==> config.mk <==
export PLATFORM = sky130hd
export DESIGN_NAME = dtu_tx_scheduler_flat
export DESIGN_NICKNAME = d
export VERILOG_FILES = /design/src/rtl/dtu_tx_scheduler_pkg.sv /design/src/rtl/dtu_tx_scheduler_if.sv /design/src/rtl/dtu_tx_scheduler_rr_arbiter.sv /design/src/rtl/dtu_tx_scheduler.sv /design/src/flat_wrapper.sv
export SDC_FILE = /design/constraint.sdc
export NUM_CORES = 1
export LEC_CHECK = 0
export BUFFER_PORTS_ARGS = -buffer_cell sky130_fd_sc_hd__buf_4
export CAP_MARGIN = 25
export CORE_ASPECT_RATIO = 2
export CORE_UTILIZATION = 50
export CTS_BUF_LIST = sky130_fd_sc_hd__clkbuf_4
export DETAILED_ROUTE_END_ITERATION = 7
export GPL_ROUTABILITY_DRIVEN = 0
export PLACE_DENSITY_LB_ADDON = 0.25
export SETUP_SLACK_MARGIN = 0.3
export SYNTH_ARGS = -nofsm -noshare
export SYNTH_HDL_FRONTEND = slang
export SYNTH_HIERARCHICAL = 1
export SYNTH_SLANG_ARGS = --single-unit
export TNS_END_PERCENT = 20
==> constraint.sdc <==
create_clock -name clk -period 9.2 [get_ports clk]
set_clock_uncertainty 0.1 [all_clocks]
set_input_delay 1.84 -clock clk [delete_from_list [all_inputs] [get_ports clk]]
set_output_delay 1.84 -clock clk [all_outputs]
set_load 0.05 [all_outputs]
==> src/rtl/dtu_tx_scheduler_pkg.sv <==
`default_nettype none
// ============================================================================
// dtu_tx_scheduler_pkg : shared state encoding, frame width and width helpers
// Rev 1.0
// ============================================================================
package dtu_tx_scheduler_pkg;

  localparam int FRAME_W_DEFAULT = 10;

  typedef enum logic [1:0] {
    IDLE   = 2'd0,
    LAUNCH = 2'd1,
    WAIT   = 2'd2,
    GAP    = 2'd3
  } state_t;

  function automatic int clog2(input int value);
    int r;
    r = 0;
    while ((1 << r) < value) begin
      r = r + 1;
    end
    return r;
  endfunction

  // Counter widths never collapse to zero bits, even for degenerate limits.
  function automatic int width_of(input int value);
    return (clog2(value) < 1) ? 1 : clog2(value);
  endfunction

endpackage
`default_nettype wire

==> src/rtl/dtu_tx_scheduler_if.sv <==
`default_nettype none
// ============================================================================
// dtu_tx_scheduler_if : requester / tx / rx signal bundle of the scheduler
// Rev 1.0
// ============================================================================
interface dtu_tx_scheduler_if
  import dtu_tx_scheduler_pkg::*;
#(
  parameter int N       = 4,
  parameter int FRAME_W = FRAME_W_DEFAULT
);

  logic [N-1:0]         req;
  logic [N*FRAME_W-1:0] req_data;
  logic [N-1:0]         grant;
  logic [N-1:0]         done;
  logic [N-1:0]         err;
  logic                 tx_start;
  logic [FRAME_W-1:0]   tx_pi;
  logic                 rx_ready;
  logic                 rx_valid;
  logic                 busy;

  // Scheduler side
  modport master (
    input  req, req_data, rx_ready, rx_valid,
    output grant, done, err, tx_start, tx_pi, busy
  );

  // Requester / link side
  modport slave (
    output req, req_data, rx_ready, rx_valid,
    input  grant, done, err, tx_start, tx_pi, busy
  );

endinterface
`default_nettype wire

==> src/rtl/dtu_tx_scheduler_rr_arbiter.sv <==
`default_nettype none
// ============================================================================
// dtu_tx_scheduler_rr_arbiter : combinational round-robin pick, searching
// upward from ptr and wrapping modulo N
// Rev 1.0
// ============================================================================
module dtu_tx_scheduler_rr_arbiter
  import dtu_tx_scheduler_pkg::*;
#(
  parameter  int N     = 4,
  localparam int IDX_W = width_of(N)
) (
  input  logic [N-1:0]     req,
  input  logic [IDX_W-1:0] ptr,
  output logic [N-1:0]     pick,
  output logic [IDX_W-1:0] pick_idx,
  output logic             pick_any
);

  logic [IDX_W:0]   pos_wide;
  logic [IDX_W-1:0] pos;

  always_comb begin
    pick     = '0;
    pick_idx = '0;
    pick_any = 1'b0;
    pos_wide = '0;
    pos      = '0;
    for (int k = 0; k < N; k++) begin
      // One extra bit so ptr+k never overflows before the modulo-N wrap
      pos_wide = {1'b0, ptr} + (IDX_W+1)'(k);
      if (pos_wide >= (IDX_W+1)'(N)) begin
        pos_wide = pos_wide - (IDX_W+1)'(N);
      end
      pos = pos_wide[IDX_W-1:0];
      if (!pick_any && req[pos]) begin
        pick_any  = 1'b1;
        pick_idx  = pos;
        pick[pos] = 1'b1;
      end
    end
  end

endmodule
`default_nettype wire

==> src/rtl/dtu_tx_scheduler.sv <==
`default_nettype none
// ============================================================================
// dtu_tx_scheduler : round-robin sharing of one tx serial link between N frame
// requesters, with rx-verdict driven retransmission and done/err reporting
// Rev 1.0
// ============================================================================
module dtu_tx_scheduler
  import dtu_tx_scheduler_pkg::*;
#(
  parameter int N          = 4,
  parameter int FRAME_W    = FRAME_W_DEFAULT,
  parameter int TIMEOUT    = 2000000,
  parameter int MAX_RETRY  = 2,
  parameter int GAP_CYCLES = 16
) (
  input  logic                clk,
  input  logic                rst,
  dtu_tx_scheduler_if.master  bus
);

  localparam int IDX_W   = width_of(N);
  localparam int CNT_W   = width_of(TIMEOUT + 1);
  localparam int RETRY_W = width_of(MAX_RETRY + 1);
  localparam int GAP_W   = width_of(GAP_CYCLES + 1);

  localparam logic [N-1:0] ONE_HOT0 = {{(N-1){1'b0}}, 1'b1};

  state_t               state_q, state_d;
  logic [N-1:0]         grant_q, grant_d;
  logic [N-1:0]         done_q, done_d;
  logic [N-1:0]         err_q, err_d;
  logic                 tx_start_q, tx_start_d;
  logic [FRAME_W-1:0]   tx_pi_q, tx_pi_d;
  logic                 busy_q, busy_d;
  logic [IDX_W-1:0]     ptr_q, ptr_d;
  logic [IDX_W-1:0]     win_q, win_d;
  logic [RETRY_W-1:0]   retry_q, retry_d;
  logic [CNT_W-1:0]     cnt_q, cnt_d;
  logic [GAP_W-1:0]     gap_q, gap_d;
  logic                 rx_prev_q, rx_prev_d;

  logic [N-1:0]         pick;
  logic [IDX_W-1:0]     pick_idx;
  logic                 pick_any;
  logic [FRAME_W-1:0]   frame_slice [N];
  logic [N-1:0]         win_onehot;
  logic [IDX_W-1:0]     ptr_next;
  logic                 rx_rise;
  logic                 timeout_hit;

  dtu_tx_scheduler_rr_arbiter #(
    .N (N)
  ) u_arb (
    .req      (bus.req),
    .ptr      (ptr_q),
    .pick     (pick),
    .pick_idx (pick_idx),
    .pick_any (pick_any)
  );

  for (genvar gi = 0; gi < N; gi++) begin : g_slice
    assign frame_slice[gi] = bus.req_data[gi*FRAME_W +: FRAME_W];
  end

  assign win_onehot  = ONE_HOT0 << win_q;
  assign ptr_next    = (win_q == IDX_W'(N - 1)) ? '0 : win_q + 1'b1;
  assign rx_rise     = bus.rx_ready & ~rx_prev_q;
  assign timeout_hit = (cnt_q == CNT_W'(TIMEOUT - 1));

  always_comb begin
    state_d    = state_q;
    grant_d    = '0;
    done_d     = '0;
    err_d      = '0;
    tx_start_d = 1'b0;
    tx_pi_d    = tx_pi_q;
    ptr_d      = ptr_q;
    win_d      = win_q;
    retry_d    = retry_q;
    cnt_d      = cnt_q;
    gap_d      = gap_q;

    case (state_q)
      IDLE: begin
        if (pick_any) begin
          grant_d = pick;
          tx_pi_d = frame_slice[pick_idx];
          win_d   = pick_idx;
          retry_d = '0;
          state_d = LAUNCH;
        end
      end
      LAUNCH: begin
        tx_start_d = 1'b1;
        cnt_d      = '0;
        state_d    = WAIT;
      end
      WAIT: begin
        cnt_d = cnt_q + 1'b1;
        // An rx edge takes precedence over a coincident timeout
        if (rx_rise && bus.rx_valid) begin
          done_d  = win_onehot;
          ptr_d   = ptr_next;
          gap_d   = '0;
          state_d = GAP;
        end else if (rx_rise || timeout_hit) begin
          if (retry_q < RETRY_W'(MAX_RETRY)) begin
            retry_d = retry_q + 1'b1;
            state_d = LAUNCH;
          end else begin
            err_d   = win_onehot;
            ptr_d   = ptr_next;
            gap_d   = '0;
            state_d = GAP;
          end
        end
      end
      GAP: begin
        if (gap_q == GAP_W'(GAP_CYCLES - 1)) begin
          state_d = IDLE;
        end else begin
          gap_d = gap_q + 1'b1;
        end
      end
      default: state_d = IDLE;
    endcase

    // Zero during LAUNCH, so WAIT compares against the level seen at launch
    // and a line already high from an earlier frame is not taken as an edge.
    rx_prev_d = (state_d == LAUNCH) ? 1'b0 : bus.rx_ready;
    busy_d    = (state_d != IDLE);
  end

  always_ff @(posedge clk) begin
    if (rst) begin
      state_q    <= IDLE;
      grant_q    <= '0;
      done_q     <= '0;
      err_q      <= '0;
      tx_start_q <= 1'b0;
      tx_pi_q    <= '0;
      busy_q     <= 1'b0;
      ptr_q      <= '0;
      win_q      <= '0;
      retry_q    <= '0;
      cnt_q      <= '0;
      gap_q      <= '0;
      rx_prev_q  <= 1'b0;
    end else begin
      state_q    <= state_d;
      grant_q    <= grant_d;
      done_q     <= done_d;
      err_q      <= err_d;
      tx_start_q <= tx_start_d;
      tx_pi_q    <= tx_pi_d;
      busy_q     <= busy_d;
      ptr_q      <= ptr_d;
      win_q      <= win_d;
      retry_q    <= retry_d;
      cnt_q      <= cnt_d;
      gap_q      <= gap_d;
      rx_prev_q  <= rx_prev_d;
    end
  end

  assign bus.grant    = grant_q;
  assign bus.done     = done_q;
  assign bus.err      = err_q;
  assign bus.tx_start = tx_start_q;
  assign bus.tx_pi    = tx_pi_q;
  assign bus.busy     = busy_q;

endmodule
`default_nettype wire

==> src/flat_wrapper.sv <==
// flat-port wrapper written by rule: the top's interface ports become plain ports
module dtu_tx_scheduler_flat import dtu_tx_scheduler_pkg::*;
#(
  parameter int N          = 4,
  parameter int FRAME_W    = FRAME_W_DEFAULT,
  parameter int TIMEOUT    = 2000000,
  parameter int MAX_RETRY  = 2,
  parameter int GAP_CYCLES = 16
)
  (clk, rst, bus_req, bus_req_data, bus_rx_ready, bus_rx_valid, bus_grant, bus_done, bus_err, bus_tx_start, bus_tx_pi, bus_busy);
  dtu_tx_scheduler_if #(.N(N), .FRAME_W(FRAME_W)) bus_i ();
  input  logic clk;
  input  logic rst;
  input wire logic [$bits(bus_i.req)-1:0] bus_req;
  input wire logic [$bits(bus_i.req_data)-1:0] bus_req_data;
  input wire logic [$bits(bus_i.rx_ready)-1:0] bus_rx_ready;
  input wire logic [$bits(bus_i.rx_valid)-1:0] bus_rx_valid;
  output wire logic [$bits(bus_i.grant)-1:0] bus_grant;
  output wire logic [$bits(bus_i.done)-1:0] bus_done;
  output wire logic [$bits(bus_i.err)-1:0] bus_err;
  output wire logic [$bits(bus_i.tx_start)-1:0] bus_tx_start;
  output wire logic [$bits(bus_i.tx_pi)-1:0] bus_tx_pi;
  output wire logic [$bits(bus_i.busy)-1:0] bus_busy;
  assign bus_i.req = bus_req;
  assign bus_i.req_data = bus_req_data;
  assign bus_i.rx_ready = bus_rx_ready;
  assign bus_i.rx_valid = bus_rx_valid;
  assign bus_grant = bus_i.grant;
  assign bus_done = bus_i.done;
  assign bus_err = bus_i.err;
  assign bus_tx_start = bus_i.tx_start;
  assign bus_tx_pi = bus_i.tx_pi;
  assign bus_busy = bus_i.busy;
  dtu_tx_scheduler #(.N(N), .FRAME_W(FRAME_W), .TIMEOUT(TIMEOUT), .MAX_RETRY(MAX_RETRY), .GAP_CYCLES(GAP_CYCLES)) u_core (.clk(clk), .rst(rst), .bus(bus_i));
endmodule
==> results.sh, run 1 <==
export IMPL_timing_rr_end="u_core/bus.tx_pi[3]$_SDFFE_PP0P_"
export IMPL_intPower_mw=0.381
export IMPL_grt_pass1_wl_um=13100
export IMPL_clock_path_buffers=2
export IMPL_vias=3021
export IMPL_design_area_um2=3960
export IMPL_clockRootBuffer="clkbuf_4"
export IMPL_synth_common_cells="59 x dfxtp_1, 34 x nor2_1, 29 x nand2_1"
export IMPL_antenna_found_initial=0
export IMPL_post_cts_buffers=0
export IMPL_cts_resized=0
export IMPL_gr_total_overflow=0
export IMPL_fin_crit_ps=4170
export IMPL_finalSetupViolCount=0
export IMPL_diodes=0
export IMPL_cts_tree="yes"
export IMPL_core_area_um2=6310
export IMPL_ios=72
export IMPL_p_sw_share_pct=34.0
export IMPL_worstHoldPathType="register to register"
export IMPL_tns_ps=0
export IMPL_syn_to_final_growth_pct=20.4
export IMPL_grt_pass1_vias=2972
export IMPL_path_cells="buf_4 > mux4_1 > nor2b_1 > nor2_1 > o31ai_4 > mux4_2 > nand2_1 > a21oi_1"
export IMPL_synth_nets=432
export IMPL_crit_path_end_kind="register"
export IMPL_area_sequential_um2=1180
export IMPL_htreeDepth=3
export IMPL_synthCells=368
export IMPL_hpwl_um=6270
export IMPL_clk_pin_slew_ps=110
export IMPL_drive_gt1_share_pct=23.8
export IMPL_cp_startpoint="bus_req[0]"
export IMPL_yosysMostFrequentCell="dfxtp_1"
export IMPL_clkSinkCount=59
export IMPL_slew_headroom_pct=33.6
export IMPL_maxCapViolCount=0
export IMPL_ys_types=48
export IMPL_slowest_stage="o31ai_4"
export IMPL_arrival_ps=4380
export IMPL_switching_power_mw=0.196
export IMPL_finalHoldViolCount=0
export IMPL_seqPwrFrac_pct=48.4
export IMPL_criticalPathCategory="primary input to register"
export IMPL_slew_viol_final=0
export IMPL_rows=41
export IMPL_tightestPinTransition_ps=996
export IMPL_grt_use_total_pct=25.3
export IMPL_postRouteWirelength_um=8280
export IMPL_ir_drop_uv=89.8
export IMPL_power_density_nw_per_um2=146
export IMPL_combPwrFrac_pct=26.7
export IMPL_fin_nets=497
export IMPL_period_share_pct=45.3
export IMPL_fp_dieW_um=59.3
export IMPL_p_leak_nw=1.53
export IMPL_port_buffers=71
export IMPL_yosysWarnings=6
export IMPL_drc_errors=0
export IMPL_netlist_top_cells_area="dfxtp_1 36%, ha_1 6.1%, mux4_2 4.8%"
export IMPL_drt_initial_drc_count=213
export IMPL_async_reset_ff_share_pct=0
export IMPL_r2r_slack_ps=5630
export IMPL_rr_worst_depth=8
export IMPL_grt_max_degree=27
export IMPL_die_area_um2=6920
export IMPL_worstPathRequired_ps=9410
export IMPL_drtPass1Iterations=4
export IMPL_synth_enable_flop_cells=0
export IMPL_ctsHoldBuffers=0
export IMPL_crit_fanout=16
export IMPL_ys_flop_type="dfxtp_1"
export IMPL_initial_core_util_pct=52.1
export IMPL_synth_area_um2=3290
export IMPL_wl_per_cell_um=15.8
export IMPL_synth_seq_area_share_pct=35.9
export IMPL_critPathLaunchType="primary input"
export IMPL_synth_largest_area_cell="dfxtp_1"
export IMPL_worstReg2RegStart="u_core/ptr_q[0]$_SDFFE_PP0P_"
export IMPL_dpl_instance_area_um2=3860
export IMPL_ys_seq_elements=59
export IMPL_max_clock_freq_ghz=0.240
export IMPL_dieHeight_um=117
export IMPL_yosys_area_top_type_share_pct=35.9
export IMPL_p_clk_share_pct=24.9
export IMPL_cts_buffers=9
export IMPL_clock_latency_ps=420
export IMPL_syn_avg_cell_area_um2=8.93
export IMPL_rsz0062_at_grt="no"
export IMPL_status="complete, no violations"
export IMPL_via_per_inst=5.78
export IMPL_multi_input_area_um2=1980
export IMPL_endpoint="u_core/bus.tx_pi[3]$_SDFFE_PP0P_"
export IMPL_max_stage_delay_ps=800
export IMPL_fill_cells=557
export IMPL_detail_route_antenna_nets=0
flip-flops by register name, indices dropped and copies added, names as in the netlist:
| signal | flops |
|---|---|
| u_core/cnt_q | 21 |
| u_core/bus.done | 4 |
| u_core/bus.grant | 4 |
| u_core/bus.tx_start | 1 |
| u_core/rx_prev_q | 1 |
| u_core/ptr_q | 2 |
| u_core/win_q | 2 |
| u_core/bus.busy | 1 |
| u_core/retry_q | 2 |
| u_core/state_q | 2 |
| u_core/bus.tx_pi | 10 |
| u_core/bus.err | 4 |
| u_core/gap_q | 5 |
kinds of logic (layout without fill, tap and decap cells):
family | count (synthesis) | after routing | share of synthesized area (%)
AOI/OAI and AO/OA | 78 | 78 | 15.2
DFF | 59 | 59 | 35.9
and+or+nand+nor | 140 | 140 | 22.6
buffers and inverters | 33 | 102 | 4.23
muxes | 23 | 23 | 10.9
adders and majority gates | 16 | 16 | 6.09
xor gates and xnor gates | 19 | 19 | 5.06
worst min path at each step:
stage                                                 from                               end  slack [ps]  depth (start not counted)
after floorplan               u_core/gap_q[3]$_SDFFE_PP0P_      u_core/gap_q[3]$_SDFFE_PP0P_         350                          2
after global placement    u_core/bus.tx_pi[0]$_SDFFE_PP0P_  u_core/bus.tx_pi[0]$_SDFFE_PP0P_         340                          2
after detailed placement  u_core/bus.tx_pi[9]$_SDFFE_PP0P_  u_core/bus.tx_pi[9]$_SDFFE_PP0P_         360                          2
after CTS                 u_core/bus.tx_pi[9]$_SDFFE_PP0P_  u_core/bus.tx_pi[9]$_SDFFE_PP0P_         370                          2
after global routing      u_core/bus.tx_pi[9]$_SDFFE_PP0P_  u_core/bus.tx_pi[9]$_SDFFE_PP0P_         380                          2
final                     u_core/bus.tx_pi[9]$_SDFFE_PP0P_  u_core/bus.tx_pi[9]$_SDFFE_PP0P_         370                          2
critical path: cells and delay by family:
family / cells / cell delay [ps]
muxes: 2 / 1230
buffers and inverters: 1 / 120
AOI/OAI and AO/OA: 2 / 870
and+or+nand+nor: 3 / 310
layout by cell type (no fill, tap or decap), types with 8 or more instances in the layout:
cell      instances
a21oi_1          23
a22oi_1          13
and2_1           10
and3_1            9
buf_4            71
clkbuf_4         10
dfxtp_1          59
ha_1             16
inv_1            16
mux2i_1           8
nand2_1          29
nand3_1           9
nor2_1           34
nor3_1           10
o21ai_0          14
xnor2_1          16
power by group through the flow:
stage | clock [mW] | sequential (mW) | combinational, mW
after floorplan | 0 | 0.314 | 0.0745
after global placement | 0 | 0.285 | 0.151
after detailed placement | 0 | 0.285 | 0.154
after CTS | 0.150 | 0.279 | 0.154
after global routing | 0.157 | 0.281 | 0.166
final | 0.144 | 0.279 | 0.154
routing by layer:
layer  track usage, %  vias to the layer above  share of wire [%]
met1             22.6                     1460                 33
met3             3.99                       23                3.5
li1                 -                     1463                  -
met2             48.8                       75                 60
met4             17.5                        0                3.6
met5                0                        -                  0
final cells by class:
| cell class | count | area share (%) |
|---|---|---|
| multi-input cells | 276 | 50.0 |
| clock inverters | 5 | 0.537 |
| well taps | 86 | 2.72 |
| repair buffers | 71 | 13.5 |
| flip-flops and latches | 59 | 29.8 |
| clock buffers | 10 | 1.90 |
| inverters | 16 | 1.52 |
metrics by stage:
stage | std cells | utilization [%] | power [mW] | hold slack [ps] | worst slack (ps)
after CTS | 523 | 62.7 | 0.583 | 373 | 5040
after floorplan | 368 | - | 0.389 | 348 | 4760
after global placement | 508 | 61.2 | 0.436 | 342 | 4630
after global routing | 523 | 62.7 | 0.604 | 384 | 4880
final | 523 | 62.7 | 0.577 | 372 | 5030
after detailed placement | 508 | 61.2 | 0.439 | 358 | 4570
Note: power is estimated with default switching activity, not from simulation.
==> inputs of run 2 (changes only) <==
==> constraint.sdc (replaced) <==
create_clock -name clk -period 3.9 [get_ports clk]
set_clock_uncertainty 0.1 [all_clocks]
set_input_delay 0.78 -clock clk [delete_from_list [all_inputs] [get_ports clk]]
set_output_delay 0.78 -clock clk [all_outputs]
set_load 0.05 [all_outputs]
==> run 2 against run 1 <==
  * Worst hold slack got worse by 9.8 ps
  * Largest cell class unchanged
  * Critical path type is now register to register
  * Sequential power rose by 140%
  * Cell area rose by 1.7%
  * Final cell count rose by 0.57%
  * Combinational power rose by 140%
==> results.sh, run 2 (synthesis gave the netlist of run 1 again) <==
export IMPL_fin_nets=499
export IMPL_finalHoldViolCount=0
export IMPL_worstReg2RegStart="u_core/ptr_q[1]$_SDFFE_PP0P_"
export IMPL_via_per_inst=5.71
export IMPL_ctsHoldBuffers=0
export IMPL_die_area_um2=6920
export IMPL_tightestPinTransition_ps=1010
export IMPL_finalSetupViolCount=0
export IMPL_postRouteWirelength_um=8120
export IMPL_dpl_worst_slack_ps=335
export IMPL_core_area_um2=6310
export IMPL_dieHeight_um=117
export IMPL_drc_errors=0
export IMPL_tns_ps=0
export IMPL_drive_gt1_share_pct=24.5
export IMPL_ios=72
export IMPL_drt_initial_drc_count=254
export IMPL_clock_path_buffers=2
export IMPL_cts_tree="yes"
export IMPL_cts_resized=0
export IMPL_antenna_found_initial=0
export IMPL_vias=3004
export IMPL_clkSinkCount=59
export IMPL_fin_ws_ps=569
export IMPL_initial_core_util_pct=52.1
export IMPL_worstPathRequired_ps=4120
export IMPL_diodes=0
export IMPL_grt_use_total_pct=24.6
export IMPL_status="complete, no violations"
export IMPL_fin_crit_ps=3330
export IMPL_largest_reg_flops=21
export IMPL_cts_buffers=9
export IMPL_drtPass1Iterations=4
export IMPL_grt_pass1_vias=2934
export IMPL_htreeDepth=3
export IMPL_hold_slack_ps=362
export IMPL_syn_to_final_growth_pct=22.5
export IMPL_arrival_ps=3550
export IMPL_slew_viol_final=0
export IMPL_max_clock_freq_ghz=0.300
export IMPL_grt_max_degree=27
export IMPL_rows=41
export IMPL_gr_total_overflow=0
export IMPL_layout_commonest_cell="buf_4"
export IMPL_p_leak_nw=1.57
export IMPL_ir_drop_uv=297
export IMPL_crit_fanout=16
export IMPL_power_density_nw_per_um2=373
export IMPL_period_share_pct=85.4
export IMPL_clockRootBuffer="clkbuf_4"
export IMPL_maxCapViolCount=0
export IMPL_rsz0062_at_grt="no"
export IMPL_hp_start="u_core/bus.tx_pi[0]$_SDFFE_PP0P_"
export IMPL_crit_path_end_kind="register"
export IMPL_clk_pin_slew_ps=110
export IMPL_cp_startpoint="u_core/ptr_q[1]$_SDFFE_PP0P_"
export IMPL_hpwl_um=6190
export IMPL_finalPower_mw=1.50
export IMPL_wl_per_cell_um=15.4
export IMPL_final_cell_mix="73 x buf_4, 59 x dfxtp_1, 34 x nor2_1"
export IMPL_clock_latency_ps=430
export IMPL_port_buffers=71
export IMPL_criticalPathCategory="register to register"
export IMPL_slew_headroom_pct=32.8
export IMPL_largest_register="u_core/cnt_q"
export IMPL_worstHoldPathType="register to register"
export IMPL_post_cts_buffers=0
export IMPL_critPathLaunchType="register"
export IMPL_fp_dieW_um=59.3
export IMPL_post_route_util_pct=63.8
export IMPL_grt_pass1_wl_um=12800
export IMPL_detail_route_antenna_nets=0
==> run 2: critical path: stages (launching register included) <==
cell and delay, ps:
dfxtp_1 520, inv_1 160, ha_1 370, mux4_1 280, nor2b_1 150, nor2_1 70, o31ai_4 810, mux4_2 610
nand2_1 80, a21oi_1 60
==> run 2: per-stage QoR <==
step / cell area (um^2) / std cells
6_report: 4030 / 526
5_1_grt: 4030 / 526
4_1_cts: 4030 / 526
3_5_place_dp: 3880 / 510
3_3_place_gp: 3880 / 510
2_1_floorplan: 3290 / 368
==> run 2: per-layer routing <==
layer | wire length (um) | vias to the layer above | global-route usage [%] | share of wire [%]
li1 | - | 1468 | - | -
met1 | 2810 | 1447 | 22.2 | 35
met2 | 4630 | 62 | 45.8 | 57
met3 | 335 | 27 | 5.43 | 4.1
met4 | 343 | 0 | 17.5 | 4.2
met5 | 0 | - | 0 | 0
==> run 2: worst paths after layout <==
| path | endpoint | slack (ps) | cells after the start |
|---|---|---|---|
| worst max-delay path | u_core/bus.tx_pi[8]$_SDFFE_PP0P_ | 570 | 9 |
| worst min-delay path | u_core/bus.tx_pi[0]$_SDFFE_PP0P_ | 360 | 2 |
| worst max register to register | u_core/bus.tx_pi[8]$_SDFFE_PP0P_ | 570 | 9 |
| worst min register to register | u_core/bus.tx_pi[0]$_SDFFE_PP0P_ | 360 | 2 |
==> run 2: final cells by class <==
class                      count  area [um^2]
clock inverter                 7         82.6
multi-input combinational    276         1980
timing repair buffer          73          548
inverter                      16         60.1
tap                           86          108
sequential                    59         1180
fill                         573         2280
clock buffer                   9         67.6
==> run 2: power breakdown <==
group,total [mW],internal [mW],switching (mW)
combinational,0.366,0.142,0.224
sequential,0.658,0.635,0.0231
clock,0.480,0.252,0.228
==> inputs of run 3 (changes only) <==
--- a/config.mk
+++ b/config.mk
@@ -6,7 +6,6 @@
 export NUM_CORES = 1
 export LEC_CHECK = 0
 export BUFFER_PORTS_ARGS = -buffer_cell sky130_fd_sc_hd__buf_4
-export CAP_MARGIN = 25
 export CORE_ASPECT_RATIO = 2
 export CORE_UTILIZATION = 50
 export CTS_BUF_LIST = sky130_fd_sc_hd__clkbuf_4
==> constraint.sdc (replaced) <==
create_clock -name clk -period 3.9 [get_ports clk]
set_clock_uncertainty 0.1 [all_clocks]
set_input_delay 0.585 -clock clk [delete_from_list [all_inputs] [get_ports clk]]
set_output_delay 0.585 -clock clk [all_outputs]
set_load 0.05 [all_outputs]
==> run 3 against run 2 <==
  * Sequential power barely moved
  * Power shrank 5.6%
  * Wire length rose by 1.1%
  * Clock-buffer cell count up 1
  * Register-to-register slack improved by 20 ps
  * Maximum frequency up 0.67%
  * Clock power down 17%
  * Cell area fell by 0.96%
  * Core utilization down 0.61 points
  * Worst setup slack improved by 22 ps
  * Critical path type unchanged
==> results.sh, run 3 (synthesis gave the netlist of run 1 again) <==
export IMPL_grt_max_degree=27
export IMPL_timing_rr_end="u_core/bus.tx_pi[7]$_SDFFE_PP0P_"
export IMPL_grt_pass1_wl_um=12800
export IMPL_largest_reg_flops=21
export IMPL_arrival_ps=3490
export IMPL_path_cells="inv_1 > ha_1 > mux4_2 > nor2_1 > o31ai_4 > mux4_2 > nand2_1 > a21oi_1"
export IMPL_r2r_slack_ps=590
export IMPL_path_buf_inv=1
export IMPL_hpwl_um=6280
export IMPL_rows=41
export IMPL_fin_ws_ps=592
export IMPL_drtPass1Iterations=5
export IMPL_slew_headroom_pct=32.2
export IMPL_crit_path_end_kind="register"
export IMPL_fin_nets=498
export IMPL_syn_to_final_growth_pct=21.4
export IMPL_clkSinkCount=59
export IMPL_clock_path_buffers=2
export IMPL_cts_tree="yes"
export IMPL_drive_gt1_share_pct=24.3
export IMPL_max_stage_delay_ps=810
export IMPL_dieHeight_um=117
export IMPL_p_leak_nw=1.55
export IMPL_wl_per_cell_um=15.7
export IMPL_cpMostUsedCell="mux4_2"
export IMPL_min_to="u_core/bus.tx_pi[4]$_SDFFE_PP0P_"
export IMPL_crit_family="multiplexers"
export IMPL_gr_total_overflow=0
export IMPL_ios=72
export IMPL_finalSetupViolCount=0
export IMPL_cts_buffers=9
export IMPL_period_share_pct=84.8
export IMPL_fin_crit_ps=3310
export IMPL_rr_worst_depth=8
export IMPL_clk_pin_slew_ps=100
export IMPL_tns_ps=0
export IMPL_critPathLaunchType="register"
export IMPL_finalPower_mw=1.42
export IMPL_clockRootBuffer="clkbuf_4"
export IMPL_post_route_util_pct=63.2
export IMPL_layout_commonest_cell="buf_4"
export IMPL_dpl_instance_area_um2=3870
export IMPL_tightestPinTransition_ps=1020
export IMPL_max_clock_freq_ghz=0.302
export IMPL_via_per_inst=5.80
export IMPL_antenna_found_initial=0
export IMPL_detail_route_antenna_nets=0
export IMPL_status="complete, no violations"
export IMPL_power_density_nw_per_um2=356
export IMPL_largest_register="u_core/cnt_q"
export IMPL_maxCapViolCount=0
export IMPL_diodes=0
export IMPL_final_cell_mix="72 x buf_4, 59 x dfxtp_1, 34 x nor2_1"
export IMPL_core_area_um2=6310
export IMPL_fp_dieW_um=59.3
export IMPL_post_place_cells=509
export IMPL_design_area_um2=3990
export IMPL_hp_start="bus_req_data[24]"
export IMPL_worstReg2RegStart="u_core/ptr_q[1]$_SDFFE_PP0P_"
export IMPL_finalHoldViolCount=0
export IMPL_htreeDepth=3
export IMPL_drc_errors=0
export IMPL_worstPathRequired_ps=4080
export IMPL_final_cells=523
export IMPL_grt_pass1_vias=2838
export IMPL_clock_latency_ps=400
export IMPL_slowest_stage="o31ai_4"
export IMPL_die_area_um2=6920
export IMPL_port_buffers=71
export IMPL_fill_cells=567
export IMPL_vias=3031
export IMPL_ir_drop_uv=263
export IMPL_initial_core_util_pct=52.1
export IMPL_cts_resized=0
export IMPL_postRouteWirelength_um=8210
export IMPL_hold_slack_ps=353
export IMPL_worstHoldPathType="primary input to register"
export IMPL_dpl_worst_slack_ps=548
export IMPL_post_cts_buffers=0
export IMPL_crit_fanout=16
export IMPL_ctsHoldBuffers=0
export IMPL_holdPathStages=3
export IMPL_grt_use_total_pct=24.8
export IMPL_criticalPathCategory="register to register"
export IMPL_slew_viol_final=0
export IMPL_rsz0062_at_grt="no"
export IMPL_drt_initial_drc_count=185
export IMPL_cp_startpoint="u_core/ptr_q[1]$_SDFFE_PP0P_"
==> run 3: cell types whose count changed in the layout (fill, tap and decap cells not counted), sizes merged <==
cell / previous run / this run
clkbuf: 9 / 10
clkinv: 5 / 3
buf: 73 / 72
bufinv: 2 / 1
==> run 3: worst max-delay path by stage <==
stage	end	slack, ps	cells past startpoint
finish	u_core/bus.tx_pi[7]$_SDFFE_PP0P_	590	8
CTS	u_core/bus.tx_pi[7]$_SDFFE_PP0P_	590	9
global placement	u_core/bus.tx_pi[3]$_SDFFE_PP0P_	590	8
global route	u_core/bus.tx_pi[3]$_SDFFE_PP0P_	430	9
detailed placement	u_core/bus.tx_pi[7]$_SDFFE_PP0P_	550	8
floorplan	u_core/bus.tx_pi[5]$_SDFFE_PP0P_	530	13
==> run 3: layout make-up <==
cell class	count	area (um^2)	area share, %
clock buffer	10	75.1	1.88
timing repair buffer	72	541	13.6
clock inverter	4	43.8	1.10
inverter	16	60.1	1.51
tap	86	108	2.70
sequential	59	1180	29.6
multi-input combinational	276	1980	49.7
==> run 3: report_power, final <==
group | internal, mW | switching, mW | total, mW
sequential | 0.635 | 0.0234 | 0.658
combinational | 0.138 | 0.224 | 0.363
clock | 0.192 | 0.207 | 0.399
==> run 3: layer usage <==
layer  part of all wire, %  vias to the layer above  track usage, %  wire length [um]
met2                    59                       74            47.8              4850
met1                    34                     1464            22.8              2810
met3                   4.1                       17            5.98               334
met5                     0                        -               0                 0
met4                   2.5                        0            12.4               208
li1                      -                     1476               -                 -
==> run 3: worst register-to-register path, stage by stage, from the launching register on <==
cell	delay, ps
dfxtp_1	520
inv_1	150
ha_1	360
mux4_2	380
nor2_1	110
o31ai_4	810
mux4_2	610
nand2_1	80
a21oi_1	60
